File: config.mk
export PLATFORM = sky130hd
export DESIGN_NAME = led_blink_multi
export DESIGN_NICKNAME = d
export VERILOG_FILES = /design/src/rtl/led_blink_multi.sv
export SDC_FILE = /design/constraint.sdc
export NUM_CORES = 1
export LEC_CHECK = 0
export ABC_AREA = 1
export CAP_MARGIN = 20
export CORE_ASPECT_RATIO = 0.9
export CORE_MARGIN = 2
export CORE_UTILIZATION = 51
export CTS_CLUSTER_DIAMETER = 60
export DETAILED_ROUTE_END_ITERATION = 8
export DONT_BUFFER_PORTS = 1
export PLACE_DENSITY = 0.69
export SLEW_MARGIN = 20
export SYNTH_ARGS = -nofsm -noshare
export SYNTH_HDL_FRONTEND = slang
export SYNTH_SLANG_ARGS = --single-unit
File: constraint.sdc
create_clock -name clock -period 5.5 [get_ports clock]
set_input_delay 1.1 -clock clock [delete_from_list [all_inputs] [get_ports clock]]
set_output_delay 1.1 -clock clock [all_outputs]
set_load 0.1 [all_outputs]
File: src/rtl/led_blink_multi.sv
// Multi-channel LED blinker: four shared rate dividers drive NUM_CH channels in off/on/blink/burst mode.
// Latency: led updates one clock after the divider strobe, or one clock after a mode/rate change.
// Backpressure: none; free-running output stage, enable low parks every LED dark and restarts the dividers.
module led_blink_multi #(
    parameter int unsigned RATE_HALF0 = 125_000,
    parameter int unsigned RATE_HALF1 = 250_000,
    parameter int unsigned RATE_HALF2 = 1_250_000,
    parameter int unsigned RATE_HALF3 = 12_500_000,
    parameter int          CNT_W      = 32,
    parameter int          NUM_CH     = 4,
    parameter int          BURST_LEN  = 3
) (
    input  logic                  clock,
    input  logic                  reset,
    input  logic                  enable,
    input  logic [2*NUM_CH-1:0]   rate_sel,
    input  logic [2*NUM_CH-1:0]   mode,
    output logic [NUM_CH-1:0]     led
);

    // Burst cycle: BURST_LEN on/off pairs followed by an equally long dark gap.
    localparam int PH_N = 4 * BURST_LEN;
    localparam int PH_W = $clog2(PH_N);
    localparam logic [PH_W-1:0] PH_LAST   = PH_W'(PH_N - 1);
    localparam logic [PH_W-1:0] PH_HI_END = PH_W'(2 * BURST_LEN);

    localparam logic [1:0] MODE_OFF   = 2'b00;
    localparam logic [1:0] MODE_ON    = 2'b01;
    localparam logic [1:0] MODE_BLINK = 2'b10;
    localparam logic [1:0] MODE_BURST = 2'b11;

    // Terminal count of each divider (half-period minus one).
    localparam logic [CNT_W-1:0] DIV_LAST [4] = '{
        CNT_W'(RATE_HALF0 - 1),
        CNT_W'(RATE_HALF1 - 1),
        CNT_W'(RATE_HALF2 - 1),
        CNT_W'(RATE_HALF3 - 1)
    };

    logic [CNT_W-1:0] div_cnt [4];
    logic [3:0]       strobe;

    logic [PH_W-1:0]  phase  [NUM_CH];
    logic [1:0]       mode_q [NUM_CH];
    logic [1:0]       rate_q [NUM_CH];

    logic [NUM_CH-1:0] chg;
    logic [NUM_CH-1:0] sel_stb;
    logic [NUM_CH-1:0] burst_on;
    logic [PH_W-1:0]   ph_nxt [NUM_CH];

    // Shared dividers: wrap at the half-period and register a one-cycle strobe on the terminal count.
    always_ff @(posedge clock or posedge reset) begin
        if (reset) begin
            for (int k = 0; k < 4; k++) begin
                div_cnt[k] <= '0;
            end
            strobe <= '0;
        end else if (!enable) begin
            for (int k = 0; k < 4; k++) begin
                div_cnt[k] <= '0;
            end
            strobe <= '0;
        end else begin
            for (int k = 0; k < 4; k++) begin
                if (div_cnt[k] == DIV_LAST[k]) begin
                    div_cnt[k] <= '0;
                    strobe[k]  <= 1'b1;
                end else begin
                    div_cnt[k] <= div_cnt[k] + CNT_W'(1);
                    strobe[k]  <= 1'b0;
                end
            end
        end
    end

    // Per-channel decode: change detect, selected strobe and the burst phase lookahead.
    always_comb begin
        chg      = '0;
        sel_stb  = '0;
        burst_on = '0;
        for (int c = 0; c < NUM_CH; c++) begin
            chg[c]     = (mode[2*c +: 2] != mode_q[c]) || (rate_sel[2*c +: 2] != rate_q[c]);
            sel_stb[c] = strobe[rate_sel[2*c +: 2]];
            ph_nxt[c]  = (phase[c] == PH_LAST) ? '0 : phase[c] + PH_W'(1);
            // High only on odd phases inside the first half of the burst cycle.
            burst_on[c] = (ph_nxt[c] < PH_HI_END) && ph_nxt[c][0];
        end
    end

    // Channel state: disable beats change detect, change detect beats a coincident strobe.
    always_ff @(posedge clock or posedge reset) begin
        if (reset) begin
            for (int c = 0; c < NUM_CH; c++) begin
                phase[c]  <= '0;
                mode_q[c] <= 2'b00;
                rate_q[c] <= 2'b00;
                led[c]    <= 1'b0;
            end
        end else begin
            for (int c = 0; c < NUM_CH; c++) begin
                // Stored copies follow the inputs even while disabled.
                mode_q[c] <= mode[2*c +: 2];
                rate_q[c] <= rate_sel[2*c +: 2];
                if (!enable) begin
                    phase[c] <= '0;
                    led[c]   <= 1'b0;
                end else if (chg[c]) begin
                    phase[c] <= '0;
                    led[c]   <= (mode[2*c +: 2] == MODE_ON);
                end else begin
                    case (mode[2*c +: 2])
                        MODE_OFF:   led[c] <= 1'b0;
                        MODE_ON:    led[c] <= 1'b1;
                        MODE_BLINK: begin
                            if (sel_stb[c]) begin
                                led[c] <= ~led[c];
                            end
                        end
                        MODE_BURST: begin
                            if (sel_stb[c]) begin
                                phase[c] <= ph_nxt[c];
                                led[c]   <= burst_on[c];
                            end
                        end
                    endcase
                end
            end
        end
    end

endmodule

==> impl_metrics.env, run 1 <==
export IMPL_relSlewSlack_pct=35.3
export IMPL_fin_nets=1555
export IMPL_cts_setup_buffers=0
export IMPL_power_leakage_nw=4.87
export IMPL_place_ws_ns=2.80
export IMPL_fin_setup_tns_ns=0
export IMPL_drive_above_1_share_pct=5.19
export IMPL_period_needed_ns=2.52
export IMPL_layout_setup_ws_ns=2.98
export IMPL_crit_arrival_ns=1.42
export IMPL_ctsHoldBuffers=0
export IMPL_dieArea_um2=21200
export IMPL_diodes=0
export IMPL_period_share_pct=45.8
export IMPL_synthesis_area_um2=10200
export IMPL_synth_yosys_seq_area_share_pct=41.1
export IMPL_place_gp_congestion=0.960
export IMPL_rows=49
export IMPL_avgSynthCellArea_um2=6.73
export IMPL_fin_util_pct=56.2
export IMPL_grt_pass1_vias=8561
export IMPL_ys_warn_count=0
export IMPL_placed_cells=1763
export IMPL_fmax_ghz=0.397
export IMPL_ir_worst_vdd_v=0.000200
export IMPL_io_buffers=0
export IMPL_setup_viol=0
export IMPL_final_cell_mix="nand2_1 (499), nor2_1 (388), dfrtp_1 (168)"
export IMPL_core_area_um2=19800
export IMPL_rsz0062_at_grt="false"
export IMPL_cts_tree="built"
export IMPL_cts_root_buf="clkbuf_16"
export IMPL_clk_path_buf_depth=2
export IMPL_wl_per_cell_um=12.6
export IMPL_chipHeight_um=138
export IMPL_cts_made_buffers=17
export IMPL_required_ns=4.40
export IMPL_holdCritPathClass="reg -> reg"
export IMPL_via_per_inst=5.03
export IMPL_boundaryPins=23
export IMPL_crit_path_end_kind="output pin"
export IMPL_finalHoldViolCount=0
export IMPL_die_w_um=153
export IMPL_drc_errors=0
export IMPL_place_hpwl_um=16900
export IMPL_num_vias=9042
export IMPL_cts_resized=0
export IMPL_drtPass1Iterations=6
export IMPL_mappedNetlistNets=1546
export IMPL_routed_wl_um=22700
export IMPL_clk_pin_slew_ns=0.07
export IMPL_worst_slew_pin_slew_ns=0.970
export IMPL_grtUsageTotal_pct=22.5
export IMPL_status="completed"
export IMPL_syn2layout_area_growth_pct=8.81
export IMPL_p_per_area_nw_per_um2=234
export IMPL_fin_skew_ns=0.00993
export IMPL_initial_core_util_pct=51.6
export IMPL_cp_max_fo=3
export IMPL_grt_pass1_wl_um=39600
export IMPL_grt_max_degree=127
export IMPL_drv_cap=0
export IMPL_clk_latency_ns=0.43
export IMPL_layout_commonest_cell="nand2_1"
export IMPL_crit_type="reg -> out"
export IMPL_yosysUniqueCellTypes=27
export IMPL_dr_first_iter_drc_count=673
export IMPL_slew_violations=0
export IMPL_antenna_found_initial=0
export IMPL_ys_seq_elements=168
export IMPL_drtAntennaViolNets=0
export IMPL_synth_cells=1519
export IMPL_startpoint_type="flop"
export IMPL_gr_total_overflow=0
export IMPL_clock_sinks=168
export IMPL_cts_htree_levels=4
export IMPL_final_cell_count_no_fill=1796
## logic make-up after synthesis
family / share of synthesized area (%)
adder cells (fa/ha/maj): 0.979
multiplexers: 0.0979
buffers and inverters: 6.24
XOR/XNOR: 6.86
flip-flops: 41.1
AO/OA/AOI/OAI: 1.64
AND/OR/NAND/NOR: 43.1
## sequential cells by signal (all words and copies together), names as in the netlist
name / cells
strobe: 4
rate_q: 8
led: 4
div_cnt: 128
mode_q: 8
phase: 16
## worst paths after layout
check / start / to / slack, ns / cells after the start
max: led[2] / led[2] / 2.98 / 0
min: div_cnt[32] / div_cnt[32] / 0.49 / 1
max reg2reg: div_cnt[64] / div_cnt[79] / 3.66 / 8
min reg2reg: div_cnt[32] / div_cnt[32] / 0.49 / 1
max in group asynchronous: reset / phase[10] / 4.03 / 2
min in group asynchronous: reset / div_cnt[4] / 0.50 / 1
## layer usage
layer	vias up	global-route usage (%)	wire length [µm]
li1	4696	-	-
met1	4057	32.4	11000
met2	252	35.1	10100
met3	37	4.14	1230
met4	0	6.09	381
met5	-	0	0
## where the power goes
part | switching, W | total [W] | internal [W]
clock | 0.000492 | 0.00122 | 0.000727
combinational | 0.0000766 | 0.000104 | 0.0000277
sequential | 0.0000293 | 0.00128 | 0.00125
## worst register-to-register path: cells and delay by family, from the launching register on
family                   cells  cell delay [ns]
flip-flops                   1             0.44
adder cells (fa/ha/maj)      1             0.26
AND/OR/NAND/NOR              7             1.04
## metrics by stage
stage	power (W)	instance area (µm²)	hold slack [ns]
floorplan	0.00138	10200	0.455
global placement	0.00141	10500	0.470
detailed placement	0.00141	10500	0.482
CTS	0.00263	11100	0.490
global route	0.00271	11100	0.510
finish	0.00260	11100	0.487
## cell usage after synthesis, drive strengths merged
master	number	area share [%]
clkbuf	2	0.073
nand2	514	19
nor2	417	16
dfrtp	168	41
nor3b	5	0.37
and3	2	0.12
o21ai	6	0.29
nor3	34	1.7
nand3	73	3.7
xnor2	22	1.9
o21bai	4	0.29
xor2	58	5.0
a21oi	10	0.49
mux2i	1	0.098
a31oi	2	0.12
nand3b	4	0.29
buf	11	0.59
a211oi	6	0.44
inv	152	5.6
ha	8	0.98
nand4	20	1.2
## final cells by class
class,instances,area (µm²)
clock buffer,21,450
clock inverter,11,146
fill,1910,8680
inverter,152,576
multi-input combinational,1186,5380
sequential,168,4200
tap,255,319
timing repair buffer,3,47.5
(Power assumes the default switching activity.)
==> inputs of run 2 (changes only) <==
PLACE_DENSITY = 0.66   (was 0.69)
clock period = 2.47 ns   (was 5.5 ns; I/O delays follow)
==> impl_metrics.env, run 2 (synthesized netlist as in run 1, its figures left out) <==
export IMPL_status="completed"
export IMPL_crit_path_end_kind="flop"
export IMPL_r2r_end="div_cnt[79]"
export IMPL_setup_viol=0
export IMPL_clk_pin_slew_ns=0.07
export IMPL_initial_core_util_pct=51.6
export IMPL_relSlewSlack_pct=64.7
export IMPL_reg2reg_setup_slack_ns=0.77
export IMPL_critPathMaxStageDelay_ns=0.43
export IMPL_cts_made_buffers=17
export IMPL_drive_above_1_share_pct=5.75
export IMPL_ir_worst_vdd_v=0.000440
export IMPL_clk_path_buf_depth=2
export IMPL_worstPathCellList="ha_1 -> nand2_2 -> nor2_2 -> nand3_1 -> nor2_1 -> nand2_1 -> nand2_2 -> nor2_1"
export IMPL_cts_htree_levels=4
export IMPL_num_vias=9029
export IMPL_routed_wl_um=23100
export IMPL_reg2regPathDepth=8
export IMPL_required_ns=2.79
export IMPL_place_ws_ns=0.774
export IMPL_power_share_clock_pct=44.9
export IMPL_grt_pass1_wl_um=40400
export IMPL_cts_resized=0
export IMPL_dieArea_um2=21200
export IMPL_startpoint_type="flop"
export IMPL_worst_slew_pin_slew_ns=0.528
export IMPL_grt_pass1_vias=8523
export IMPL_p_per_area_nw_per_um2=503
export IMPL_p_comb_share_pct=5.0
export IMPL_crit_buf_inv=0
export IMPL_cts_root_buf="clkbuf_16"
export IMPL_intPower_w=0.00419
export IMPL_min_to="mode_q[4]"
export IMPL_reg_top3="div_cnt (128), phase (16)"
export IMPL_rsz0062_at_grt="false"
export IMPL_cp_top_family="simple AND/OR/NAND/NOR gates"
export IMPL_crit_arrival_ns=2.02
export IMPL_final_cell_mix="nand2_1 (499), nor2_1 (388), dfrtp_1 (168)"
export IMPL_drtPass1Iterations=5
export IMPL_layout_commonest_cell="nand2_1"
export IMPL_wl_per_cell_um=12.8
export IMPL_boundaryPins=23
export IMPL_grt_max_degree=67
export IMPL_diodes=0
export IMPL_drc_errors=0
export IMPL_holdCritPathClass="in -> reg"
export IMPL_cpMaxStageDelayCell="dfrtp_1"
export IMPL_rows=49
export IMPL_cts_tree="built"
export IMPL_grtUsageTotal_pct=23.0
export IMPL_core_area_um2=19800
export IMPL_fillers=1954
export IMPL_place_hpwl_um=17400
export IMPL_antenna_found_initial=0
export IMPL_chipHeight_um=138
export IMPL_crit_type="reg -> reg"
export IMPL_pwr_share_seq_pct=50.1
export IMPL_cp_max_fo=8
export IMPL_syn2layout_area_growth_pct=9.08
export IMPL_io_buffers=0
export IMPL_p_sw_w=0.00142
export IMPL_fin_util_pct=56.3
export IMPL_layout_setup_ws_ns=0.772
export IMPL_regMostFlops="div_cnt"
export IMPL_timing_rr_start="div_cnt[64]"
export IMPL_swShare_pct=25.3
export IMPL_place_gp_congestion=0.956
export IMPL_period_needed_ns=1.70
export IMPL_gr_total_overflow=0
export IMPL_fmax_ghz=0.589
export IMPL_drtAntennaViolNets=0
export IMPL_finalHoldViolCount=0
export IMPL_dr_first_iter_drc_count=787
export IMPL_regArea_um2=4200
export IMPL_via_per_inst=5.01
export IMPL_holdPathStages=0
export IMPL_fin_setup_tns_ns=0
export IMPL_largest_reg_flops=128
export IMPL_period_share_pct=68.8
export IMPL_power_leakage_nw=4.89
export IMPL_fin_skew_ns=0.0120
export IMPL_multiInputGateArea_um2=5380
export IMPL_die_w_um=153
export IMPL_drv_cap=0
export IMPL_slew_violations=0
export IMPL_fin_nets=1562
export IMPL_clk_latency_ns=0.44
export IMPL_clock_sinks=168
export IMPL_hold_start="mode[2]"
## run 2: cell type report
class                           count  share of cell area [%]
Timing Repair Buffer               10                    1.03
Inverter                          152                    5.16
Clock buffer                       18                    3.94
Tap cell                          255                    2.86
Clock inverter                     14                    1.05
Sequential cell                   168                    37.7
Multi-Input combinational cell   1186                    48.2
## run 2: power groups by stage
stage               registers, W  clock network, W  logic (W)
finish                   0.00281           0.00252   0.000280
global placement         0.00286                 0   0.000283
CTS                      0.00281           0.00259   0.000289
global route             0.00282           0.00270   0.000326
floorplan                0.00289                 0   0.000189
detailed placement       0.00286                 0   0.000287
## run 2: metal layers
| layer | up-vias | GRT usage [%] | part of all wire (%) |
|---|---|---|---|
| met5 | - | 0 | 0 |
| met4 | 0 | 5.31 | 1.1 |
| met3 | 19 | 5.24 | 4.9 |
| met2 | 184 | 35.1 | 44 |
| met1 | 4136 | 33.6 | 50 |
| li1 | 4690 | - | - |
## run 2: worst max-delay path by stage
stage                startpoint           to  cells after the start  slack (ns)
global placement    div_cnt[64]  div_cnt[79]                      8        0.83
detailed placement  div_cnt[32]  div_cnt[52]                      8        0.77
finish              div_cnt[64]  div_cnt[79]                      8        0.77
floorplan                 reset   div_cnt[0]                      1       -0.16
CTS                 div_cnt[32]  div_cnt[52]                      8        0.75
global route        div_cnt[64]  div_cnt[65]                      8        0.58
## run 2: what timing repair did
item / CTS / global route
setup buffers: 0 / 0
hold buffers: 1 / 0
hold endpoints to repair: 19 / 0
## run 2: stage by stage
stage          cell area [µm²]  power (W)  cells  hold slack [ns]
2_1_floorplan            10200    0.00308   1519            0.455
5_1_grt                  11100    0.00584   1803           0.0513
3_5_place_dp             10600    0.00315   1770            0.430
3_3_place_gp             10600    0.00315   1770            0.428
4_1_cts                  11100    0.00569   1803           0.0637
6_report                 11100    0.00561   1803           0.0853
==> inputs of run 3 (changes only) <==
clock period = 1.6 ns   (was 2.47 ns; I/O delays follow)
==> impl_metrics.env, run 3 (synthesized netlist as in run 1, its figures left out) <==
export IMPL_swShare_pct=23.4
export IMPL_regArea_um2=4210
export IMPL_grt_max_degree=53
export IMPL_crit_path_end_kind="flop"
export IMPL_via_per_inst=5.03
export IMPL_num_vias=9333
export IMPL_drtAntennaViolNets=0
export IMPL_dr_first_iter_drc_count=668
export IMPL_hold_slack_ns=0.0368
export IMPL_regMostFlops="div_cnt"
export IMPL_grt_pass1_wl_um=41600
export IMPL_grt_pass1_vias=8837
export IMPL_p_per_area_nw_per_um2=779
export IMPL_pwr_share_seq_pct=47.2
export IMPL_p_sw_w=0.00214
export IMPL_cpMaxStageDelayCell="dfrtp_1"
export IMPL_cp_max_fo=6
export IMPL_dieArea_um2=21200
export IMPL_startpoint_type="flop"
export IMPL_fin_setup_tns_ns=0
export IMPL_fmax_ghz=0.651
export IMPL_drc_errors=0
export IMPL_holdCritPathClass="in -> reg"
export IMPL_multiInputGateArea_um2=5500
export IMPL_largest_reg_flops=128
export IMPL_period_share_pct=96.0
export IMPL_clk_pin_slew_ns=0.06
export IMPL_drv_cap=0
export IMPL_initial_core_util_pct=51.6
export IMPL_fin_skew_ns=0.0109
export IMPL_io_buffers=0
export IMPL_setup_viol=0
export IMPL_cts_htree_levels=4
export IMPL_drtPass1Iterations=5
export IMPL_fin_nets=1615
export IMPL_final_cell_mix="nand2_1 (495), nor2_1 (379), dfrtp_1 (166)"
export IMPL_grtUsageTotal_pct=23.7
export IMPL_critPathMaxStageDelay_ns=0.36
export IMPL_crit_arrival_ns=1.85
export IMPL_wl_per_cell_um=13.1
export IMPL_syn2layout_area_growth_pct=15.3
export IMPL_worst_slew_pin_slew_ns=0.504
export IMPL_intPower_w=0.00704
export IMPL_slew_violations=0
export IMPL_relSlewSlack_pct=66.3
export IMPL_power_leakage_nw=5.20
export IMPL_core_area_um2=19800
export IMPL_ir_worst_vdd_v=0.000509
export IMPL_clk_latency_ns=0.43
export IMPL_boundaryPins=23
export IMPL_required_ns=1.92
export IMPL_period_needed_ns=1.54
export IMPL_die_w_um=153
export IMPL_diodes=0
export IMPL_fillers=1888
export IMPL_place_hpwl_um=17900
export IMPL_drive_above_1_share_pct=9.18
export IMPL_rows=49
export IMPL_antenna_found_initial=0
export IMPL_worstPathCellList="ha_2 -> nand2_2 -> nor2_4 -> nand2_1 -> nor2_1 -> nand3b_1 -> nand2_2 -> nor2_1"
export IMPL_crit_type="reg -> reg"
export IMPL_chipHeight_um=138
export IMPL_place_gp_congestion=0.935
export IMPL_p_comb_share_pct=5.7
export IMPL_cts_tree="built"
export IMPL_clock_sinks=168
export IMPL_routed_wl_um=24300
export IMPL_cts_made_buffers=17
export IMPL_clk_path_buf_depth=2
export IMPL_power_share_clock_pct=47.1
export IMPL_layout_commonest_cell="nand2_1"
export IMPL_gr_total_overflow=0
export IMPL_status="completed"
export IMPL_finalHoldViolCount=0
export IMPL_cts_root_buf="clkbuf_16"
export IMPL_rsz0062_at_grt="true"
export IMPL_reg_top3="div_cnt (128), phase (16)"
-- run 3: changes by cell type in the layout (fill, tap and decap cells not counted), sizes merged --
cell,before,now
clkinvlp,4,3
dlygate4sd3,1,17
nand2,514,516
clkbuf,18,20
clkinv,8,4
bufinv,0,3
buf,9,44
-- run 3: metrics by stage --
| stage | std cells | utilization, % | worst slack [ns] | total power, W | cell area, µm² |
|---|---|---|---|---|---|
| after global routing | 1856 | 59.5 | -0.0232 | 0.00952 | 11800 |
| final | 1856 | 59.5 | 0.0633 | 0.00918 | 11800 |
| after global placement | 1799 | 54.7 | 0.0816 | 0.00489 | 10800 |
| after CTS | 1848 | 58.7 | 0.00631 | 0.00926 | 11600 |
| after detailed placement | 1799 | 54.7 | 0.0114 | 0.00490 | 10800 |
| after floorplan | 1519 | - | -0.861 | 0.00476 | 10200 |
-- run 3: layout make-up --
type                            count  area share, %
Clock buffer                       20           3.87
Clock inverter                     12           1.38
Inverter                          152           4.88
Multi-Input combinational cell   1188           46.7
Sequential cell                   168           35.7
Tap cell                          255           2.71
Timing Repair Buffer               61           4.78
-- run 3: power by group through the flow --
stage | logic, W | clock network (W) | registers, W
final | 0.000523 | 0.00432 | 0.00433
after CTS | 0.000520 | 0.00441 | 0.00434
after global routing | 0.000597 | 0.00459 | 0.00434
after floorplan | 0.000292 | 0 | 0.00447
after global placement | 0.000475 | 0 | 0.00441
after detailed placement | 0.000483 | 0 | 0.00442
-- run 3: per-layer routing --
layer,GRT usage (%),up-vias,wire [µm]
met4,7.02,0,499
met3,3.79,39,1050
met2,36.9,197,10800
met5,0,-,0
met1,34.3,4301,12000
li1,-,4796,-
-- run 3: what timing repair did --
| item | CTS | global route |
|---|---|---|
| buffers inserted | 0 | 6 |
| hold endpoints to repair | 31 | 0 |
| resized for setup | 0 | 33 |
| hold buffers | 17 | 0 |
| setup endpoints to repair | 0 | 60 |
-- run 3: worst max-delay path: cells and delay by family, from the launching register on --
family / cells / cell delay [ns]
DFF: 1 / 0.36
adders and majority gates: 1 / 0.20
and+or+nand+nor: 7 / 0.86
-- run 3: path summary, 6_finish.rpt --
check / from / to / slack [ns] / cells past startpoint
max: div_cnt[0] / div_cnt[12] / 0.06 / 8
min: enable / div_cnt[51] / 0.04 / 2
max reg2reg: div_cnt[0] / div_cnt[12] / 0.06 / 8
min reg2reg: phase[5] / phase[5] / 0.51 / 2
max in group asynchronous: reset / rate_q[6] / 0.59 / 3
min in group asynchronous: reset / div_cnt[27] / 0.39 / 2
